$ cat src/rtl/param_fifo.sv
// param_fifo: parametrised single-clock FIFO with programmable almost-full/empty
// thresholds, an optional first-word-fall-through read port and sticky error flags.
module param_fifo #(
  parameter int DATA_W    = 8,
  parameter int DEPTH     = 16,
  parameter int AF_THRESH = DEPTH - 2,
  parameter int AE_THRESH = 2,
  parameter int FWFT      = 0
) (
  input  logic                     clk,
  input  logic                     reset_n,
  input  logic                     wr_en,
  input  logic [DATA_W-1:0]        data_in,
  input  logic                     rd_en,
  output logic [DATA_W-1:0]        data_out,
  output logic                     full,
  output logic                     empty,
  output logic                     almost_full,
  output logic                     almost_empty,
  output logic [$clog2(DEPTH):0]   count,
  output logic                     overflow,
  output logic                     underflow,
  input  logic                     clr_err
);

  localparam int AW = $clog2(DEPTH);
  localparam int CW = AW + 1;
  localparam logic [CW-1:0] DEPTH_C = CW'(DEPTH);
  localparam logic [CW-1:0] AF_C    = CW'(AF_THRESH);
  localparam logic [CW-1:0] AE_C    = CW'(AE_THRESH);
  localparam logic [CW-1:0] CNT_ONE = CW'(1'b1);
  localparam logic [AW-1:0] PTR_ONE = AW'(1'b1);

  logic [DATA_W-1:0] mem_r [DEPTH];
  logic [AW-1:0]     wr_ptr_r;
  logic [AW-1:0]     rd_ptr_r;
  logic [CW-1:0]     count_r;
  logic              overflow_r;
  logic              underflow_r;
  logic              full_s;
  logic              empty_s;
  logic              wr_acc_s;
  logic              rd_acc_s;

  // Status flags and accept qualifiers, all derived from the registered count.
  always_comb begin
    full_s   = (count_r == DEPTH_C);
    empty_s  = (count_r == {CW{1'b0}});
    wr_acc_s = wr_en && !full_s;
    rd_acc_s = rd_en && !empty_s;
  end

  assign full         = full_s;
  assign empty        = empty_s;
  assign almost_full  = (count_r >= AF_C);
  assign almost_empty = (count_r <= AE_C);
  assign count        = count_r;
  assign overflow     = overflow_r;
  assign underflow    = underflow_r;

  // Storage array; deliberately not reset.
  always_ff @(posedge clk) begin
    if (wr_acc_s) begin
      mem_r[wr_ptr_r] <= data_in;
    end
  end

  // Pointers wrap modulo DEPTH through natural overflow of their width.
  always_ff @(posedge clk or negedge reset_n) begin
    if (!reset_n) begin
      wr_ptr_r <= {AW{1'b0}};
      rd_ptr_r <= {AW{1'b0}};
    end else begin
      if (wr_acc_s) wr_ptr_r <= wr_ptr_r + PTR_ONE;
      if (rd_acc_s) rd_ptr_r <= rd_ptr_r + PTR_ONE;
    end
  end

  // Occupancy: moves only when exactly one side is accepted.
  always_ff @(posedge clk or negedge reset_n) begin
    if (!reset_n) begin
      count_r <= {CW{1'b0}};
    end else begin
      case ({wr_acc_s, rd_acc_s})
        2'b10:   count_r <= count_r + CNT_ONE;
        2'b01:   count_r <= count_r - CNT_ONE;
        default: count_r <= count_r;
      endcase
    end
  end

  // Sticky errors; a new error in the same cycle as clr_err keeps the flag set.
  always_ff @(posedge clk or negedge reset_n) begin
    if (!reset_n) begin
      overflow_r  <= 1'b0;
      underflow_r <= 1'b0;
    end else begin
      if (wr_en && full_s)  overflow_r <= 1'b1;
      else if (clr_err)     overflow_r <= 1'b0;
      if (rd_en && empty_s) underflow_r <= 1'b1;
      else if (clr_err)     underflow_r <= 1'b0;
    end
  end

  generate
    if (FWFT != 0) begin : g_fwft
      assign data_out = mem_r[rd_ptr_r];
    end else begin : g_std
      logic [DATA_W-1:0] data_out_r;
      // Registered read port: captures the head word on an accepted pop.
      always_ff @(posedge clk or negedge reset_n) begin
        if (!reset_n) begin
          data_out_r <= {DATA_W{1'b0}};
        end else if (rd_acc_s) begin
          data_out_r <= mem_r[rd_ptr_r];
        end
      end
      assign data_out = data_out_r;
    end
  endgenerate

endmodule

$ cat config.mk
export PLATFORM = sky130hd
export DESIGN_NAME = param_fifo
export DESIGN_NICKNAME = d
export VERILOG_FILES = /design/src/rtl/param_fifo.sv
export SDC_FILE = /design/constraint.sdc
export NUM_CORES = 1
export LEC_CHECK = 0
export ABC_AREA = 1
export ABC_CLOCK_PERIOD_IN_PS = 2800
export BUFFER_PORTS_ARGS = -buffer_cell sky130_fd_sc_hd__buf_2
export CELL_PAD_IN_SITES_DETAIL_PLACEMENT = 0
export CELL_PAD_IN_SITES_GLOBAL_PLACEMENT = 1
export CORE_MARGIN = 2
export CORE_UTILIZATION = 48
export CTS_CLUSTER_SIZE = 25
export DETAILED_ROUTE_END_ITERATION = 8
export GPL_TIMING_DRIVEN = 0
export PLACE_DENSITY_LB_ADDON = 0.1
export SYNTH_ARGS = -nofsm -noshare
export SYNTH_HDL_FRONTEND = slang
export SYNTH_SLANG_ARGS = --single-unit
$ cat constraint.sdc
create_clock -name clk -period 2.8 [get_ports clk]
set_input_delay 0.28 -clock clk [delete_from_list [all_inputs] [get_ports clk]]
set_output_delay 0.28 -clock clk [all_outputs]
set_load 0.01 [all_outputs]
# Word-level counts from Yosys, hierarchy flattened
# Memories as Yosys holds them, arrays and structs flattened. A register that Yosys moved wholly into a read port is not among the register bits.
# Cells that the tools add are included.
[totals] regBits=15 ramBits=128 mem_count=1
[mem_list] memory="mem_r" depth=16 word_bits=8 read_ports=1 rd_clocked_by_memory_dff=1 wr=1 line_no="34" rtl="logic [DATA_W-1:0] mem_r [DEPTH];"
[classes] n_addsub=4 n_lt_le_gt_ge=2 eq_ne=3 muxes=6 reduce_logical=11
[ops] cell="$pmux W5 S2" n=1
[ops] cell="$add A4 B1 Y4 const B" n=2
[ops] cell="$reduce_bool A2 Y1" n=3
[ops] cell="$add A5 B1 Y5 const B" n=1
[ops] cell="$eq A5 B5 Y1 const B" n=1
[ops] cell="$ge A5 B4 Y1 const B" n=1
[ops] cell="$le A5 B2 Y1 const B" n=1
[ops] cell="$logic_not A5 Y1" n=1
[ops] cell="$mux W1" n=5
[ops] cell="$sub A5 B1 Y5 const B" n=1
[ops] cell="$logic_and A1 B1 Y1" n=4
[ops] cell="$logic_not A1 Y1" n=3
[ops] cell="$eq A2 B1 Y1 const B" n=1
[ops] cell="$eq A2 B2 Y1 const B" n=1

# Longest topological paths before layout
# Gate-level depths: netlist of the first run.
[logic_depth] word_depth=5 ltp_mapped=15

# Worst setup path before layout of the first run
# Ideal clock, no wire load.
[synth_path] kind="reg-to-reg" start="reg count_r[3] (netlist: count[3])" end="reg count_r[4] (netlist: count[4])" setup_ns=0.117 arrival_ns=2.112 setup_slack_ns=0.571 path_stages_with_launch=16 period_less_slack_ns=2.229 cell_sequence="dfrtp_1 -> nor2_2 -> nand4_1 -> nand2_2 -> inv_2 -> buf_6 -> ha_1 -> xor2_1 -> ha_1 -> inv_1 -> nand2_1 -> nand3_1 -> nand2_1 -> xor2_1 -> nand2_1 -> nand2_1"
[synth_between] elab_chain_len=5
[synth_lines] item="start, declared" line_no="37" rtl="logic [CW-1:0] count_r;"
[synth_lines] item="start signal, assigned" line_no="82" rtl="count_r <= {CW{1'b0}};"
[synth_lines] item="start signal, assigned" line_no="85" rtl="2'b10: count_r <= count_r + CNT_ONE;"
[synth_lines] item="start signal, assigned" line_no="86" rtl="2'b01: count_r <= count_r - CNT_ONE;"
[synth_lines] item="$logic_not A5 Y1 (*)" line_no="48" rtl="empty_s = (count_r == {CW{1'b0}});"
[synth_lines] item="$logic_not A1 Y1 (*)" line_no="50" rtl="rd_acc_s = rd_en && !empty_s;"
[synth_lines] item="$logic_and A1 B1 Y1 (*)" line_no="50"
[synth_lines] item="named net rd_acc_s" line_no="43" rtl="logic rd_acc_s;"
[synth_lines] item="$eq A2 B1 Y1 / $eq A2 B2 Y1 (equally long branches)" line_no="84" rtl="case ({wr_acc_s, rd_acc_s})"
[synth_lines] item="$pmux W5 S2 / $reduce_bool A2 Y1 (equally long branches)"
# The timed path passes the listed nets; every way through them passes the cells marked *.
# A chain may end at the register's enable or synchronous reset.

# Final worst setup path of the first run
[layout_path] start="reg count_r[1] (netlist: count[1])" end="reg count_r[4] (netlist: count[4])"
# Same word-level chain as after synthesis.

==> metrics, run 1 <==
Max Slew Vio Count 0; most used cell, CP nand2_1; Critical-path top delay cell dfrtp_1; Levels on crit path 15; TritonCTS clock tree done; RR Startpoint count[1]$_DFFE_PN0P_; Crit Path Class flip-flop to flip-flop; detailed-route vias per instance between 5 and 6; Wirelength per Cell 18.4 microns; Max Clock Skew 9.91 ps; # Max-Cap Violations 0; biggest cell delay along the critical path about 450 ps; hold path startpoint clr_err; most common cell after layout, fill and taps aside nand2_1; Setup TNS 0 ps; global placer's final weighted congestion around 0.9; register area share after synthesis roughly two thirds; Critical path buffers and inverters 4; row count 43; initial core utilization about 49%; actual slew at the worst max-slew pin around 930 ps; total power ~8.4 mW; Max-Slew Margin vs Limit a little under two fifths; internal reg-to-reg setup slack 320 ps; drc violations 0; placed insts 890; WHS Endpoint underflow$_DFFE_PN0P_; drt initial violations between 400 and 500; Area contributors post-synth edfxtp_1, nand2_1, dfrtp_1; Final Util between 50% and 60%; CTS root buffer clkbuf_16; critical-path maximum fanout 11; post-route cell area between 0.007 and 0.008 sq mm; synthesized cell area 0.00675 sq mm; die outline width approximately 120 microns; post-synthesis cell count between 600 and 700; setup ws final ~320 ps; fin crit share between 80% and 90%; status complete, no violations; area of the die roughly 0.015 sq mm; Worst Setup End Kind flip-flop; VDD IR max about 0.6 mV; share of layout cells above drive strength 1 a little under an eighth; Critical Path Start Type flip-flop; post-synthesis net count around 700; syn avg cell area 9.94 sq um; Ys Warns 0; final WL around 17000 microns; Leakage approximately 3.6 nW; Sink Count between 150 and 200; CP cell instances inv_1 > nand4_1 > nand2_2 > inv_2 > buf_6 > ha_2 > xor2_1 > ha_1 > inv_1 > nand2_1 > nand3_1 > nand2_1 > xor2_1 > nand2_1 > nand2_1; unrepaired setup endpoints after global routing false; Die Span Y about 120 microns; ANT nets after route 0; CTS Buf Count 17; DP Wirelength 11400 microns; Clk Latency, worst-skew pair between 400 and 500 ps; antenna fix cells 0; number of global-route vias before repair about 4600; post-layout min period about 2500 ps; via count around 4700; Max Freq between 0.4 and 0.5 GHz; Area Overhead vs Synth 15.4%; synth unique cells 23; first-pass GRT wire length between 20000 and 30000 microns; worst path required time ~3200 ps; pre-CTS setup slack around 290 ps; reg2reg path depth 15; H-tree Lvls 4; # port buffers 31; FF+latch count, synth around 150; Placed Area around 0.0071 sq mm; non-filler instance count after layout between 900 and 1000; pwr/cell area between 1000 and 1500 mW/mm^2; worst hold slack a little over 60 ps; drt pass-1 iters 5; HP Class input port to flip-flop; clock slew at reported path FFs approximately 60 ps; CP startpoint count[1]$_DFFE_PN0P_; most frequent cells in the layout nand2_1, edfxtp_1, inv_1; FF-to-FF End count[4]$_DFFE_PN0P_; worst path arrival time 2850 ps; Setup Viol. Count Final 0; Yosys top cell area share 56.9%; antenna violations before repair 0; total core area 0.0138 sq mm; crit-path leading delay family simple AND/OR/NAND/NOR gates; hold path depth 2; layout net count 752; remaining global-route overflow 0; setup bufs post-CTS 0; Top Ports 32; Total GRT Usage between 20 and 25%; largest net degree at the start of global routing 24; clk buf depth 2; final hold vios 0; area leader, netlist edfxtp_1
[final cells by class]
cell class,count,area [sq um]
fillers,1213,6030
flip-flops and latches,151,4420
multi-input cells,380,1720
clock buffers,24,482
inverters,122,458
well taps,180,225
clock inverters,8,168
repair buffers,32,165
plain buffers,26,159
[what timing repair did]
action	4_1_cts	5_1_grt
hold buffers	1	0
endpoints found under the setup margin	0	1
hold endpoints to repair	23	0
gates resized for setup	0	1
[registers in the layout, summed over array words and instances, names as in the netlist]
register / flops
count: 5
data_out: 8
mem_r: 128
overflow: 1
rd_ptr_r: 4
underflow: 1
wr_ptr_r: 4
[cell families after synthesis]
kind of cell             after synthesis  synth area share (%)
AND/OR/NAND/NOR                      348                  21.4
buffers and inverters                148                  9.14
flip-flops                           151                  65.5
adder cells (fa/ha/maj)                9                  1.67
XOR/XNOR                              10                  1.30
AO/OA/AOI/OAI                         13                  1.04
[Yosys cell counts, drive strengths merged]
cell type,number
a21boi,1
a21oi,2
buf,26
clkinv,2
dfrtp,23
edfxtp,128
ha,9
inv,120
nand2,225
nand3,103
nand4,2
nor2,18
o21ai,9
o21bai,1
xnor2,1
xor2,9
[power breakdown]
part           total [mW]  internal (mW)  switching [mW]
clock                2.49           1.65           0.838
combinational        2.94          0.898            2.04
sequential           2.96           2.78           0.175
total                8.38           5.33            3.05
[worst max-delay path by stage]
| stage | to |
|---|---|
| after floorplan | count[4]$_DFFE_PN0P_ |
| final | count[4]$_DFFE_PN0P_ |
| after CTS | count[4]$_DFFE_PN0P_ |
| after detailed placement | count[4]$_DFFE_PN0P_ |
| after global placement | count[4]$_DFFE_PN0P_ |
| after global routing | count[4]$_DFFE_PN0P_ |
[per-layer routing]
layer	track usage, %	wire length, microns
met1	31.5	7250
met2	39.1	8240
met3	5.67	1020
met4	9.84	437
met5	0	0
Note: power is estimated with default switching activity, not from simulation.
==> run 2, diff against run 1 <==
--- a/config.mk
+++ b/config.mk
@@ -6,12 +6,13 @@
 export NUM_CORES = 1
 export LEC_CHECK = 0
 export ABC_AREA = 1
-export ABC_CLOCK_PERIOD_IN_PS = 2800
+export ABC_CLOCK_PERIOD_IN_PS = 3100
 export BUFFER_PORTS_ARGS = -buffer_cell sky130_fd_sc_hd__buf_2
+export CAP_MARGIN = 15
 export CELL_PAD_IN_SITES_DETAIL_PLACEMENT = 0
 export CELL_PAD_IN_SITES_GLOBAL_PLACEMENT = 1
 export CORE_MARGIN = 2
-export CORE_UTILIZATION = 48
+export CORE_UTILIZATION = 52
 export CTS_CLUSTER_SIZE = 25
 export DETAILED_ROUTE_END_ITERATION = 8
 export GPL_TIMING_DRIVEN = 0
==> constraint.sdc (replaced) <==
create_clock -name clk -period 3.1 [get_ports clk]
set_input_delay 0.31 -clock clk [delete_from_list [all_inputs] [get_ports clk]]
set_output_delay 0.31 -clock clk [all_outputs]
set_load 0.01 [all_outputs]
==> metrics, run 2 (synthesis gave the netlist of run 1 again) <==
status complete, no violations; clk buf depth 2 (unchanged); VDD IR max 0.431 mV (-28%); initial core utilization 53.3% (+4.5 points); worst path arrival time 2880 ps (+30 ps); Worst Setup End Kind flip-flop; Total GRT Usage 24.9% (+0.78 points); Die Span Y 118 microns (-3.8%); unrepaired setup endpoints after global routing false; Setup Viol. Count Final 0 (unchanged); Wirelength per Cell 17.9 microns (-2.4%); worst hold slack 91.5 ps (+29.7 ps); H-tree Lvls 4 (unchanged); Setup TNS 0 ps (unchanged); global placer's final weighted congestion 0.902 (+2.6%); post-route cell area 0.00777 sq mm (-0.26%); number of global-route vias before repair 4574 (+0.24%); Max Clock Skew 7.31 ps (-2.60 ps); ANT nets after route 0 (unchanged); Final Util 61.4% (+5.0 points); final hold vios 0 (unchanged); max reg flops 128 (unchanged); detailed-route vias per instance 5.17 (+1.1%); Leakage 3.55 nW (about the same); worst path required time 3420 ps (+260 ps); fin crit share 82.7% (-6.0 points); final WL 16400 microns (-3.2%); non-filler instance count after layout 915 (-0.87%); die outline width 118 microns (-3.8%); placed insts 882 (-0.90%); share of layout cells above drive strength 1 11.4% (-0.54 points); # port buffers 31 (unchanged); Max Slew Vio Count 0 (unchanged); HP Class input port to flip-flop; area of the die 0.0139 sq mm (-7.5%); Critical Path Start Type flip-flop; TritonCTS clock tree done; total core area 0.0127 sq mm (-8.4%); Placed Area 0.00712 sq mm (-0.14%); antenna fix cells 0 (unchanged); post-layout min period 2560 ps (+81.0 ps); CTS Buf Count 17 (unchanged); critical-path maximum fanout 11 (unchanged); pwr/cell area 966 mW/mm^2 (-10%); Clk Latency, worst-skew pair 420 ps (about the same); row count 41 (-4.7%); drt initial violations 312 (-31%); first-pass GRT wire length 25200 microns (-0.49%); DP Wirelength 11000 microns (-3.7%); Area Overhead vs Synth 15.1%; clock slew at reported path FFs 60 ps (about the same); Top Ports 32 (unchanged); layout net count 752 (unchanged); Crit Path Class flip-flop to flip-flop; drt pass-1 iters 5 (unchanged); actual slew at the worst max-slew pin 940 ps (+13.1 ps); Reg with most FFs mem_r; drc violations 0 (unchanged); most common cell after layout, fill and taps aside nand2_1; most frequent cells in the layout nand2_1, edfxtp_1, inv_1; CTS root buffer clkbuf_16; Max Freq 0.390 GHz (-3.2%); # Max-Cap Violations 0 (unchanged); remaining global-route overflow 0 (unchanged); Sink Count 151 (unchanged); via count 4726 (+0.19%); antenna violations before repair 0 (unchanged); Max-Slew Margin vs Limit 37.1% (-0.87 points); largest net degree at the start of global routing 24 (unchanged)
## run 2: layer usage
metal | routed length, microns | part of all wire (%) | track usage, % | vias to the layer above
li1 | - | - | - | 2272
met1 | 7020 | 43 | 32.9 | 2259
met2 | 7870 | 48 | 39.9 | 160
met3 | 996 | 6.1 | 5.28 | 35
met4 | 522 | 3.2 | 11.3 | 0
met5 | 0 | 0 | 0 | -
## run 2: path summary, 6_finish.rpt
kind | start | end | slack (ps) | cells past startpoint
min reg2reg | data_out[3]$_DFFE_PN0P_ | data_out[3]$_DFFE_PN0P_ | 480 | 2
min in group asynchronous | reset_n | count[3]$_DFFE_PN0P_ | 420 | 2
max in group asynchronous | reset_n | data_out[1]$_DFFE_PN0P_ | 2280 | 2
min | clr_err | overflow$_DFFE_PN0P_ | 90 | 2
max reg2reg | count[2]$_DFFE_PN0P_ | count[4]$_DFFE_PN0P_ | 540 | 15
max | count[2]$_DFFE_PN0P_ | count[4]$_DFFE_PN0P_ | 540 | 15
## run 2: final cells by class
type,instances,area (sq um)
fill,1099,4900
multi-input combinational,380,1720
timing repair buffer,32,165
buffer,26,159
clock buffer,20,437
inverter,122,458
sequential,151,4420
clock inverter,12,205
tap,172,215
## run 2: power breakdown
part | switching [mW] | internal, mW | leakage, nW
clock network | 0.762 | 1.49 | 0.312
registers | 0.155 | 2.52 | 1.44
logic | 1.77 | 0.811 | 1.80
## run 2: through the flow
step / power (mW) / setup WS, ps
2_1_floorplan: 4.38 / 871
3_3_place_gp: 5.20 / 569
3_5_place_dp: 5.25 / 556
4_1_cts: 7.51 / 536
5_1_grt: 7.92 / 287
6_report: 7.51 / 536
## run 2: critical path, cell delays in order, from the launching register on
cell and delay [ps]:
dfrtp_1 450, nor2_2 160, nand4_1 150, nand2_2 270, inv_2 110, buf_6 160, ha_1 260, xor2_1 180
ha_1 190, inv_1 50, nand2_1 80, nand3_1 90, nand2_1 60, xor2_1 140, nand2_1 60, nand2_1 40
## run 2: timing repair
item,4_1_cts,5_1_grt
buffers inserted,0,0
endpoints found under the hold margin,23,0
setup endpoints to repair,0,0
hold buffers,1,0
resized for setup,0,0
